[src/rtl/mux_2.sv]
// 2:1 mux with registered select/data copies and a saturating select-toggle counter.
// Define MUX_2_REG_OUT_EN to drive y from the registered data bit instead of the combinational select.
module mux_2 #(
  parameter int unsigned CNT_W = 8
) (
  input  logic             clk,
  input  logic             reset,
  input  logic [1:0]       d0,
  input  logic             s,
  input  logic             clr,
  output logic             y,
  output logic             y_q,
  output logic             s_q,
  output logic [CNT_W-1:0] tog_cnt,
  output logic             tog_sat
);

  localparam logic [CNT_W-1:0] CNT_MAX = {CNT_W{1'b1}};

  logic             sel;
  logic             toggle;
  logic [CNT_W-1:0] cnt_nxt;
  logic             sat_nxt;

  assign sel    = s ? d0[1] : d0[0];
  assign toggle = (s != s_q);

  // Counter saturates at all-ones; clear beats a simultaneous toggle.
  always_comb begin
    cnt_nxt = tog_cnt;
    sat_nxt = tog_sat;
    if (clr) begin
      cnt_nxt = '0;
      sat_nxt = 1'b0;
    end else if (toggle && (tog_cnt != CNT_MAX)) begin
      cnt_nxt = tog_cnt + CNT_W'(1);
      if (cnt_nxt == CNT_MAX) begin
        sat_nxt = 1'b1;
      end
    end
  end

  always_ff @(posedge clk or posedge reset) begin
    if (reset) begin
      y_q     <= 1'b0;
      s_q     <= 1'b0;
      tog_cnt <= '0;
      tog_sat <= 1'b0;
    end else begin
      y_q     <= sel;
      s_q     <= s;
      tog_cnt <= cnt_nxt;
      tog_sat <= sat_nxt;
    end
  end

`ifdef MUX_2_REG_OUT_EN
  assign y = y_q;
`else
  assign y = sel;
`endif

endmodule

[config.mk]
export PLATFORM = sky130hd
export DESIGN_NAME = mux_2
export DESIGN_NICKNAME = d
export VERILOG_FILES = /design/src/rtl/mux_2.sv
export SDC_FILE = /design/constraint.sdc
export NUM_CORES = 1
export LEC_CHECK = 0
export BUFFER_PORTS_ARGS = -buffer_cell sky130_fd_sc_hd__buf_2
export CAP_MARGIN = 20
export CORE_MARGIN = 3
export CORE_UTILIZATION = 43
export DETAILED_ROUTE_END_ITERATION = 8
export GPL_TIMING_DRIVEN = 0
export PLACE_DENSITY = 0.76
export SLEW_MARGIN = 20
export SYNTH_ARGS = -nofsm -noshare
export SYNTH_HDL_FRONTEND = slang
export SYNTH_SLANG_ARGS = --single-unit
export TNS_END_PERCENT = 20
[constraint.sdc]
create_clock -name clk -period 1.5 [get_ports clk]
set_input_delay 0.075 -clock clk [delete_from_list [all_inputs] [get_ports clk]]
set_output_delay 0.075 -clock clk [all_outputs]
set_load 0.02 [all_outputs]
==> summary.md <==
| Metric | Value |
|---|---|
| Post-DP Area | 734.5 µm² |
| Sequential share of the synthesized area | 44.35% |
| Clock latency on the worst-skew pair | 0.27 ns |
| CP Launch Type | flop |
| Worst EP required | 1.71 ns |
| Worst r2r src | tog_cnt[1] |
| Peak VDD IR | 0.5729 mV |
| # rows | 13 |
| DR vias | 547 |
| Fin Clk Skew | 0.002818 ns |
| Fin crit period | 1.499 ns |
| Number of max-cap violations | 0 |
| Flop-to-flop setup slack | 0.001 ns |
| Vias/cell | 5.160 |
| Fillcell total | 117 |
| Placer's final routability congestion estimate | 0.7255 |
| CP Capture Point | tog_cnt[7] |
| Rel. slew slack | 72.36% |
| Nets | 100 |
| Initial antenna violation count | 0 |
| Reg2Reg Capture Point | tog_cnt[7] |
| DRT Wirelength | 1392 µm |
| CTS Buf Count | 3 |
| Maximum fanout along the worst path | 4 |
| Die Span Y | 43.99 µm |
| Die area | 1935 µm² |
| Worst Slack Setup Final | 0.001430 ns |
| Fin crit share | 99.90% |
| Final setup viols | 0 |
| Final routed DRC violation total | 0 |
| Crit path DAT | 1.71 ns |
| Final Util | 63.70% |
| Cell area after layout | 849.6 µm² |
| Setup TNS | 0 ns |
| Total core area | 1334 µm² |
| CP Class | flop to flop |
| Synth Register Bits | 11 |
| Area of the multi-input gates | 341.6 µm² |
| Post-Layout Cell Count | 106 |
| Drt wl/cell | 13.13 µm |
| Crit path from | tog_cnt[1] |
| Pwr dens | 776.7 nW/µm² |
| Placed cell count | 93 |
| CTS tree | done |
| DRT iter0 DRCs | 3 |
| Register area | 277.8 µm² |
| Syn_area_per_cell | 10.01 µm² |
| CTS H-Tree Depth | 1 |
| Num ports | 18 |
| Hold crit path type | input port to flop |
| Antenna diodes | 0 |
| CTS Sinks | 11 |
| Port Buffers | 16 |
| Ys flop type | dfrtp_1 |
| Syn nets | 70 |
| Pleak | 0.4151 nW |
| Reg2Reg Depth | 5 |
| Worst slew pin tran | 0.4141 ns |
| Drt first pass iters | 3 |
| Layout cells sized above 1 | 38.46% |
| Slew Viols, Final | 0 |
| Vias in the first global route | 526 |
| Worst slack, placed | -0.1420 ns |
| Global-route wire length before repair | 2152 µm |
| Final Hold Slack | 0.06654 ns |
| Outcome | complete, no violations |
| Mapped Area | 620.6 µm² |
| Area Overhead vs Synth | 36.90% |
| Clock slew at reported path FFs | 0.07 ns |
| Total power | 659.8 µW |
| Async SR Flop Fraction | 100.0% |
| Cells after synthesis | 62 |
| Unrepaired setup endpoints after global routing | true |
| GRT Total Usage | 15.74% |
| Number of library cell types mapped by synthesis | 27 |
| Post-synth EDFFs | 0 |
| DP HPWL | 913.1 µm |
| Largest net degree at the start of global routing | 12 |
| Clock buffer depth | 2 |
| Max Clk Rate | 0.6673 GHz |
| Fin. Hold Viols | 0 |
| CTS root buf | clkbuf_4 |
| GRT overflow | 0 |
| Die width | 43.99 µm |
| Initial Util | 46.53% |
| Critical path capture point type | flop |
| Synth warn | 0 |
| Routed Antenna Nets | 0 |
==> timing repair <==
action                     CTS  global route
setup endpoints to repair    4             6
resized for setup            0             2
pin swaps                    1             5
buffers inserted             4             2
hold buffers                 3             0
hold endpoints to repair    18             0
==> synth_stat cells (2+ instances only) <==
cell	count	area, µm²
dfrtp_1	11	275.3
nor2_1	8	30.03
inv_1	5	18.77
nand2_1	5	18.77
xnor2_1	4	35.03
and3_1	2	12.51
ha_1	2	25.02
mux2i_1	2	20.02
nand3_1	2	10.01
nand4_1	2	12.51
o211ai_1	2	15.01
xor2_1	2	17.52
==> area by class of cell <==
cell class / count / area share (%)
buffer: 1 / 1.325
timing repair buffer: 25 / 18.26
sequential: 11 / 32.70
tap: 15 / 2.209
multi-input combinational: 45 / 40.21
inverter: 5 / 2.209
clock buffer: 4 / 3.093
==> worst min path at each step <==
stage | from | to | slack (ns) | cells past startpoint
after floorplan | reset | s_q | -0.07 | 1
after global placement | reset | s_q | 0.08 | 2
after detailed placement | reset | y_q | 0.09 | 2
after CTS | d0[0] | y_q | 0.07 | 2
after global routing | d0[0] | y_q | 0.07 | 2
final | d0[0] | y_q | 0.07 | 2
==> cells in the final DEF, fill, tap and decap left out <==
master,n
a211oi_1,1
nand2_1,5
nor2b_1,1
o21ai_0,1
clkbuf_1,1
dlygate4sd3_1,3
or4_1,1
dfrtp_1,9
inv_1,5
or3b_4,1
xor2_4,1
buf_2,16
a31oi_1,1
and3_2,1
o2111ai_2,1
ha_4,1
mux2i_1,2
o22ai_1,1
clkbuf_4,3
and3_1,2
and2_2,1
dfrtp_2,2
ha_1,1
o211ai_1,2
o21a_1,1
nand4_1,2
mux2_2,1
xor2_1,2
buf_4,6
xnor2_1,4
nand3_1,2
nor2_1,8
nand2b_1,1
buf_6,1
==> metal layers <==
layer | wire, µm | track usage, %
met5 | 0 | 0
met4 | 8 | 5.422
met3 | 78 | 6.224
met2 | 785 | 29.65
met1 | 519 | 15.17
==> cells by family after synthesis <==
| logic type | Yosys count | share of synthesized area [%] |
|---|---|---|
| xor+xnor | 7 | 11.09 |
| compound gates | 8 | 10.08 |
| fa+ha+maj | 2 | 4.032 |
| buf+inv | 6 | 4.839 |
| mux | 3 | 5.040 |
| simple gates | 25 | 20.57 |
| flops | 11 | 44.35 |
==> critical path, stage by stage, from the launching register on <==
cell,delay (ns)
dfrtp_2,0.43
ha_4,0.16
nand4_1,0.17
o2111ai_2,0.19
or4_1,0.42
nand2_1,0.08
==> power by group <==
part	switching [mW]	internal [mW]	leakage, nW
Sequential	0.0129	0.310	0.144
Combinational	0.0738	0.0569	0.256
Clock	0.103	0.103	0.0150
Total	0.190	0.470	0.415
==> sequential cells by signal (all words and copies together) (netlist names) <==
signal and count:
tog_cnt 8, s_q 1, tog_sat 1, y_q 1
No activity file was read; power rests on OpenSTA's default activity.
